[src/rtl/sat_adder_tree.sv]
// sat_adder_tree: pipelined saturating reduction of N_INPUTS signed lanes with valid/ready flow control.
// Define SAT_ADDER_TREE_BIAS_EN to add a registered saturating bias stage after the tree.
module sat_adder_tree #(
   parameter int WIDTH     = 32,
   parameter int N_INPUTS  = 8,
   parameter int CNT_WIDTH = 16
) (
   input  logic                         clk,
   input  logic                         rst_n,
   input  logic [N_INPUTS*WIDTH-1:0]    in_data,
   input  logic                         in_valid,
   output logic                         in_ready,
`ifdef SAT_ADDER_TREE_BIAS_EN
   input  logic [WIDTH-1:0]             bias,
`endif
   output logic [WIDTH-1:0]             out_data,
   output logic                         out_sat,
   output logic                         out_valid,
   input  logic                         out_ready,
   input  logic                         sat_clr,
   output logic [CNT_WIDTH-1:0]         sat_cnt
);

   localparam int STAGES = $clog2(N_INPUTS);

   // Returns {overflow, clamped sum}; overflow shows up as a disagreement between the
   // true sign (bit WIDTH) and the truncated sign (bit WIDTH-1) of the extended sum.
   function automatic logic [WIDTH:0] sat_add(input logic [WIDTH-1:0] a, input logic [WIDTH-1:0] b);
      logic [WIDTH:0] sum;
      sum = {a[WIDTH-1], a} + {b[WIDTH-1], b};
      if (sum[WIDTH] == sum[WIDTH-1]) begin
         return {1'b0, sum[WIDTH-1:0]};
      end else if (sum[WIDTH]) begin
         return {1'b1, 1'b1, {(WIDTH-1){1'b0}}};
      end else begin
         return {1'b1, 1'b0, {(WIDTH-1){1'b1}}};
      end
   endfunction

   logic adv;

   assign adv      = ~out_valid | out_ready;
   assign in_ready = adv;

   for (genvar s = 0; s < STAGES; s++) begin : g_stage
      localparam int NODES = N_INPUTS >> (s + 1);

      logic [2*NODES*WIDTH-1:0] src;
      logic                     src_valid;
      logic                     src_sat;
      logic [NODES*WIDTH-1:0]   sum_w;
      logic [NODES-1:0]         ovf_w;
      logic [NODES*WIDTH-1:0]   node_d;
      logic [NODES*WIDTH-1:0]   node_q;
      logic                     valid_d;
      logic                     valid_q;
      logic                     sat_d;
      logic                     sat_q;

      if (s == 0) begin : g_src_in
         assign src       = in_data;
         assign src_valid = in_valid;
         assign src_sat   = 1'b0;
      end else begin : g_src_prev
         assign src       = g_stage[s-1].node_q;
         assign src_valid = g_stage[s-1].valid_q;
         assign src_sat   = g_stage[s-1].sat_q;
      end

      // Node j of this stage always combines nodes 2j and 2j+1 of the previous one.
      always_comb begin
         sum_w = '0;
         ovf_w = '0;
         for (int j = 0; j < NODES; j++) begin
            {ovf_w[j], sum_w[j*WIDTH +: WIDTH]} =
               sat_add(src[2*j*WIDTH +: WIDTH], src[(2*j+1)*WIDTH +: WIDTH]);
         end
      end

      always_comb begin
         node_d  = node_q;
         valid_d = valid_q;
         sat_d   = sat_q;
         if (adv) begin
            node_d  = sum_w;
            valid_d = src_valid;
            sat_d   = src_sat | (|ovf_w);
         end
      end

      always_ff @(posedge clk) begin
         if (!rst_n) begin
            node_q  <= '0;
            valid_q <= 1'b0;
            sat_q   <= 1'b0;
         end else begin
            node_q  <= node_d;
            valid_q <= valid_d;
            sat_q   <= sat_d;
         end
      end
   end

   logic [WIDTH-1:0] tree_data;
   logic             tree_valid;
   logic             tree_sat;

   assign tree_data  = g_stage[STAGES-1].node_q;
   assign tree_valid = g_stage[STAGES-1].valid_q;
   assign tree_sat   = g_stage[STAGES-1].sat_q;

`ifdef SAT_ADDER_TREE_BIAS_EN
   logic [WIDTH:0]   bias_sum;
   logic [WIDTH-1:0] bias_data_d;
   logic [WIDTH-1:0] bias_data_q;
   logic             bias_valid_d;
   logic             bias_valid_q;
   logic             bias_sat_d;
   logic             bias_sat_q;

   assign bias_sum = sat_add(tree_data, bias);

   always_comb begin
      bias_data_d  = bias_data_q;
      bias_valid_d = bias_valid_q;
      bias_sat_d   = bias_sat_q;
      if (adv) begin
         bias_data_d  = bias_sum[WIDTH-1:0];
         bias_valid_d = tree_valid;
         bias_sat_d   = tree_sat | bias_sum[WIDTH];
      end
   end

   always_ff @(posedge clk) begin
      if (!rst_n) begin
         bias_data_q  <= '0;
         bias_valid_q <= 1'b0;
         bias_sat_q   <= 1'b0;
      end else begin
         bias_data_q  <= bias_data_d;
         bias_valid_q <= bias_valid_d;
         bias_sat_q   <= bias_sat_d;
      end
   end

   assign out_data  = bias_data_q;
   assign out_valid = bias_valid_q;
   assign out_sat   = bias_sat_q;
`else
   assign out_data  = tree_data;
   assign out_valid = tree_valid;
   assign out_sat   = tree_sat;
`endif

   logic [CNT_WIDTH-1:0] sat_cnt_d;
   logic [CNT_WIDTH-1:0] sat_cnt_q;

   // Clear beats a same-cycle increment; the count sticks at all-ones.
   always_comb begin
      sat_cnt_d = sat_cnt_q;
      if (sat_clr) begin
         sat_cnt_d = '0;
      end else if (out_valid && out_ready && out_sat && !(&sat_cnt_q)) begin
         sat_cnt_d = sat_cnt_q + {{(CNT_WIDTH-1){1'b0}}, 1'b1};
      end
   end

   always_ff @(posedge clk) begin
      if (!rst_n) begin
         sat_cnt_q <= '0;
      end else begin
         sat_cnt_q <= sat_cnt_d;
      end
   end

   assign sat_cnt = sat_cnt_q;

endmodule

[config.mk]
export PLATFORM = sky130hd
export DESIGN_NAME = sat_adder_tree
export DESIGN_NICKNAME = d
export VERILOG_FILES = /design/src/rtl/sat_adder_tree.sv
export SDC_FILE = /design/constraint.sdc
export NUM_CORES = 1
export LEC_CHECK = 0
export ABC_CLOCK_PERIOD_IN_PS = 12600
export CORE_ASPECT_RATIO = 1.1
export CORE_MARGIN = 2
export CORE_UTILIZATION = 60
export DETAILED_ROUTE_END_ITERATION = 8
export PLACE_DENSITY = 0.91
export SYNTH_ARGS = -nofsm -noshare
export SYNTH_HDL_FRONTEND = slang
export SYNTH_SLANG_ARGS = --single-unit
[constraint.sdc]
create_clock -name clk -period 12.6 [get_ports clk]
set_input_delay 1.89 -clock clk [delete_from_list [all_inputs] [get_ports clk]]
set_output_delay 1.89 -clock clk [all_outputs]
set_load 0.02 [all_outputs]
==> impl_metrics.tcl, run 1 <==
set metrics [dict create \
    outcome "finished clean" \
    netSwitchingPower_w 0.00198 \
    synth_compound_area_share_pct 32.9 \
    grt_start_max_net_pins 128 \
    synth_xor_area_share_pct 8.48 \
    ys_types 97 \
    cts_tree "done" \
    synth_top_family_by_area "compound AO/OA/AOI/OAI gates" \
    critPathMaxStageDelay_ps 880 \
    cts_htree_levels 1 \
    ys_ff_latch 246 \
    path_class "primary input to flop" \
    rsz0062_at_grt "no" \
    cts_resized 0 \
    hpwl_um 47800 \
    path_buf_inv 2 \
    finalPower_w 0.00450 \
    numCtsBuffers 25 \
    drt_iter0_markers 1580 \
    p_int_w 0.00252 \
    cp.depth 17 \
    boundaryPins 312 \
    relSlewSlack_pct 27.4 \
    diodes 0 \
    worst_setup_path_end_kind "flop" \
    wl_met2_um 28400 \
    mostFrequentLayoutCells "clkdlybuf4s50_1, dfxtp_1, a21oi_1" \
    p_leak_nw 10.7 \
    clock_latency_ps 540 \
    multi_input_area_um2 14900 \
    rows 71 \
    wirelength_um 60200 \
    fin_tns_setup_ps 0 \
    crit_end "g_stage[0].node_q[105]" \
    p_per_area_nw_per_um2 183 \
    drt_first_pass_iters 7 \
    setup_viol_count_final 0 \
    synthesis.area_per_instance_um2 8.19 \
    synth-edff-count 0 \
    ctsHoldBuffers 0 \
    layout-drive-gt1-share_pct 7.73 \
    final_util_pct 72.4 \
    worstMarginPinSlew_ps 1090 \
    route.detailed.drc 0 \
    worstPathMaxFanout 21 \
    regArea_um2 4920 \
    syn_inst 2522 \
    critPathTopFamily "compound AO/OA/AOI/OAI gates" \
    seq_area_frac_synth_pct 23.8 \
    finalCritPeriodShare_pct 53.1 \
    synth_fa_ha_area_share_pct 15.2 \
    final_nets 3244 \
    pwr-share-clk_pct 16.2 \
    syn_area_um2 20700 \
    r2r_cells 18 \
    synth_simple_gate_area_share_pct 15.5 \
    antenna_found_initial 0 \
    core_area_um2 34000 \
    switching_share_pct 44.0 \
    grt_pass1_vias 19885 \
    viasPerCell 6.38 \
    drv_slew 0 \
    wl_per_cell_um 18.9 \
    grt_first_pass_wirelength_um 98100 \
    r2r_end "g_stage[1].node_q[51]" \
    p_seq_share_pct 27.3 \
    grt.total_usage_pct 32.5 \
    finalHoldViolCount 0 \
    antenna_left 0 \
    final_common_cell "clkdlybuf4s50_1" \
    grt-ovfl-total 0 \
    numClockSinks 246 \
    start_util_pct 60.7 \
    fmax_ghz 0.149 \
    cts.path.max_buffers 3 \
    combPwrFrac_pct 56.5 \
    fin_crit_ps 6690 \
    start_kind "primary input" \
    synthMuxAreaShare_pct 0.200 \
    io_buffer_count 311 \
    fill_cells 2578 \
    area_growth_syn_to_layout_pct 19.3 \
    worst_ep_required_time_ps 13080 \
    place_congestion 0.965 \
    die_area_um2 35900 \
    ir_worst_vdd_v 0.000106 \
    timing.rr.start "g_stage[0].node_q[65]" \
    met3WireLength_um 4360 \
    postCtsSetupRepairBufs 0 \
    ys_warn_count 0 \
    slowest_stage "a2111oi_0" \
    fin_skew_ps 13.9 \
    dr_total_vias 20376 \
    max-cap-violations 0 \
    async_flop_share_pct 0 \
    arrival_ps 7170 \
    syn-num-nets 3029 \
    dominantRegCellSynth "dfxtp_1" \
    top_layer "met4" \
    wl_met1_um 25000 \
    die_height_um 199 \
    r2r_slack_ps 7120 \
    clk_pin_slew_ps 60 \
    whs_ps 449 \
    startpoint "in_data[193]" \
    worstPathCellList "clkdlybuf4s50_1, ha_1, a21o_1, a21o_1, a2111oi_0, nor4_1, nor2_1, o311ai_0, and3_1, nor2_1, o211ai_1, o21ai_0, xnor2_1, ha_1, clkinv_1, o21ai_2, o221a_2" \
    die_w_um 181 \
    root_buffer "clkbuf_16" \
    hold_class "flop to flop" \
]
[worst min-delay path by stage]
stage                                startpoint                    end  slack [ps]  cells past startpoint
after floorplan           g_stage[1].node_q[22]  g_stage[1].node_q[22]         420                      2
after global placement    g_stage[1].node_q[22]  g_stage[1].node_q[22]         440                      2
after detailed placement  g_stage[1].node_q[22]  g_stage[1].node_q[22]         440                      2
after CTS                 g_stage[1].node_q[22]  g_stage[1].node_q[22]         450                      2
after global routing      g_stage[1].node_q[22]  g_stage[1].node_q[22]         490                      2
final                     g_stage[1].node_q[22]  g_stage[1].node_q[22]         450                      2
[per-layer routing]
layer	global-route usage [%]	up-vias
met5	0	-
met4	13.4	0
met1	40.1	9473
li1	-	9855
met2	57.0	900
met3	4.28	148
[cell type report]
class | count | area share [%]
sequential | 246 | 20.0
tap | 438 | 2.22
clock buffer | 34 | 2.96
timing repair buffer | 316 | 12.8
multi-input combinational | 2079 | 60.6
clock inverter | 11 | 0.361
inverter | 69 | 1.07
[per-stage QoR]
step	std cells	setup WS [ps]	area, um^2
after detailed placement	3148	5540	23800
after global routing	3193	5510	24600
after CTS	3193	6040	24600
final	3193	5910	24600
after floorplan	2522	7120	20700
after global placement	3148	5820	23800
[state kept, by name (all words and copies together), names as in the netlist]
name	cells
g_stage.sat_q	2
out_valid	1
g_stage.valid_q	2
out_data	32
sat_cnt	16
g_stage.node_q	192
out_sat	1
[kinds of logic (layout without fill, tap and decap cells)]
kind of cell,after synthesis,count (layout)
DFF,246,246
muxes,4,4
adders and majority gates,246,246
xor gates and xnor gates,200,200
buffers and inverters,197,430
AOI/OAI and AO/OA,967,967
and+or+nand+nor,662,662
[tightest hold or removal path, stage by stage (launching register included)]
cell	delay [ps]
dfxtp_1	320
nand2_1	50
nand2_1	40
[power groups by stage]
stage | logic [W] | clock network [W] | registers [W]
after floorplan | 0.00187 | 0 | 0.00118
after global placement | 0.00241 | 0 | 0.00123
after detailed placement | 0.00248 | 0 | 0.00123
after CTS | 0.00251 | 0.000738 | 0.00122
after global routing | 0.00279 | 0.000765 | 0.00124
final | 0.00254 | 0.000731 | 0.00123
[synth_stat cells, types with 8 or more instances]
library cell / count / area, um^2
a2111oi_0: 8 / 70.1
a211oi_1: 17 / 128
a21boi_0: 8 / 60.1
a21o_1: 127 / 953
a21oi_1: 243 / 1220
a221o_1: 8 / 80.1
a311oi_1: 9 / 78.8
a31oi_1: 36 / 225
and2_1: 11 / 68.8
and3_1: 22 / 138
buf_1: 8 / 30.0
buf_2: 12 / 60.1
clkbuf_1: 101 / 379
dfxtp_1: 246 / 4920
ha_1: 239 / 2990
inv_1: 66 / 248
nand2_1: 153 / 574
nand2b_1: 46 / 288
nand3_1: 42 / 210
nand4_1: 22 / 138
nor2_1: 220 / 826
nor2b_1: 33 / 206
nor3_1: 46 / 230
nor3b_1: 16 / 120
o211a_1: 15 / 150
o211ai_1: 17 / 128
o21a_1: 35 / 263
o21ai_0: 205 / 1030
o21bai_1: 23 / 173
o221a_2: 111 / 1250
o22ai_1: 9 / 56.3
o31ai_1: 9 / 67.6
or3_1: 16 / 100
xnor2_1: 122 / 1070
xor2_1: 78 / 683
(Power assumes the default switching activity.)
==> run 2: changes to the inputs <==
Settings changed: ABC_CLOCK_PERIOD_IN_PS 12600 to 6740, CORE_UTILIZATION 60 to 56, PLACE_DENSITY 0.91 to 0.86.
Clock period 12.6 ns to 6.74 ns, I/O delays scaled along.
==> impl_metrics.tcl, run 2 (synthesized netlist as in run 1, its figures left out) <==
set metrics [dict create \
    outcome "finished clean" \
    largest_register_ff_count 192 \
    p_int_w 0.00481 \
    path_class "primary input to flop" \
    whs_ps 444 \
    die_area_um2 38400 \
    grt_start_max_net_pins 195 \
    boundaryPins 312 \
    drt_first_pass_iters 6 \
    fin_tns_setup_ps 0 \
    hpwl_um 48500 \
    arrival_ps 5960 \
    grt_pass1_vias 19577 \
    antenna_left 0 \
    relSlewSlack_pct 32.3 \
    fill_cells 2930 \
    worst_setup_path_end_kind "flop" \
    place_congestion 0.943 \
    regMostFlops "g_stage.node_q" \
    switching_share_pct 43.4 \
    final_common_cell "clkdlybuf4s50_1" \
    multi_input_area_um2 14900 \
    timing.final.ws_setup_ps 1220 \
    p_seq_share_pct 26.7 \
    final_nets 3249 \
    viasPerCell 6.25 \
    pre_cts_slack_ps 845 \
    postPlaceCellArea_um2 23900 \
    regArea_um2 4920 \
    dr_total_vias 20303 \
    combPwrFrac_pct 56.3 \
    clock_latency_ps 550 \
    area_growth_syn_to_layout_pct 20.0 \
    numCtsBuffers 25 \
    setup_viol_count_final 0 \
    rows 73 \
    cts_htree_levels 1 \
    drt_iter0_markers 1539 \
    cts_resized 0 \
    fin_crit_ps 5520 \
    core_area_um2 36300 \
    wirelength_um 60800 \
    antenna_found_initial 1 \
    rsz0062_at_grt "no" \
    drv_slew 0 \
    cts_tree "done" \
    die_height_um 205 \
    clk_pin_slew_ps 60 \
    p_leak_nw 10.8 \
    start_kind "primary input" \
    worstMarginPinSlew_ps 1020 \
    wl_per_cell_um 18.7 \
    grt-ovfl-total 0 \
    cts.path.max_buffers 3 \
    fmax_ghz 0.181 \
    finalHoldViolCount 0 \
    max-cap-violations 0 \
    p_per_area_nw_per_um2 343 \
    worst_ep_required_time_ps 7190 \
    postCtsSetupRepairBufs 0 \
    ctsHoldBuffers 0 \
    grt_first_pass_wirelength_um 98400 \
    numClockSinks 246 \
    hold_class "flop to flop" \
    grt.total_usage_pct 30.7 \
    fin_skew_ps 23.4 \
    netSwitchingPower_w 0.00370 \
    diodes 0 \
    finalCritPeriodShare_pct 81.8 \
    layout-drive-gt1-share_pct 7.83 \
    die_w_um 187 \
    io_buffer_count 311 \
    mostFrequentLayoutCells "clkdlybuf4s50_1, dfxtp_1, a21oi_1" \
    root_buffer "clkbuf_16" \
    start_util_pct 57.0 \
    final_area_um2 24800 \
    pwr-share-clk_pct 16.9 \
    route.detailed.drc 0 \
    ir_worst_vdd_v 0.000245 \
    worstPathMaxFanout 21 \
]
## run 2: cell count changes in the layout (fill, tap and decap cells not counted), sizes merged
cell,change
buf,+5
clkinvlp,-1
clkinv,-1
clkbuf,-2
bufinv,+3
## run 2: stage by stage
stage | cells | power, W | utilization, %
detailed placement | 3202 | 0.00700 | 66.0
CTS | 3246 | 0.00846 | 68.4
floorplan | 2522 | 0.00570 | -
global placement | 3202 | 0.00686 | 66.0
global route | 3246 | 0.00908 | 68.4
finish | 3246 | 0.00851 | 68.4
## run 2: final timing paths
check,start,to,slack [ps],cells after the start
worst max-delay path,in_data[192],g_stage[0].node_q[112],1220,17
worst min register to register,g_stage[1].node_q[22],g_stage[1].node_q[22],440,2
worst max register to register,g_stage[0].node_q[72],g_stage[1].node_q[39],1250,18
worst min-delay path,g_stage[1].node_q[22],g_stage[1].node_q[22],440,2
## run 2: power by group through the flow
stage	registers (W)	clock network, W	logic (W)
finish	0.00228	0.00144	0.00479
global route	0.00230	0.00152	0.00526
CTS	0.00227	0.00145	0.00475
detailed placement	0.00229	0	0.00471
global placement	0.00228	0	0.00458
floorplan	0.00221	0	0.00350
## run 2: worst max-delay path, cell delays in order
cell and delay, ps:
clkdlybuf4s50_1 460, ha_1 160, inv_1 50, fa_1 390
nor2b_1 160, o2111ai_1 140, and3_1 220, o31ai_1 390
a211oi_1 210, o31ai_1 390, a2111oi_0 200, nand3b_4 230
ha_1 720, clkinv_1 450, nand2_1 350, o22ai_1 160
nor3b_1 250
## run 2: routing by layer
layer	up-vias	track usage, %	wire length (um)	share of wire, %
li1	9856	-	-	-
met1	9479	38.9	25900	43
met2	820	53.5	28400	47
met3	146	3.56	4100	6.8
met4	2	12.0	2390	3.9
met5	-	0	13	0.021
## run 2: cell type report
class | count | share of cell area (%)
clock inverter | 12 | 0.656
clock buffer | 32 | 2.79
tap | 487 | 2.46
multi-input combinational | 2079 | 60.3
sequential | 246 | 19.9
timing repair buffer | 321 | 12.9
inverter | 69 | 1.07
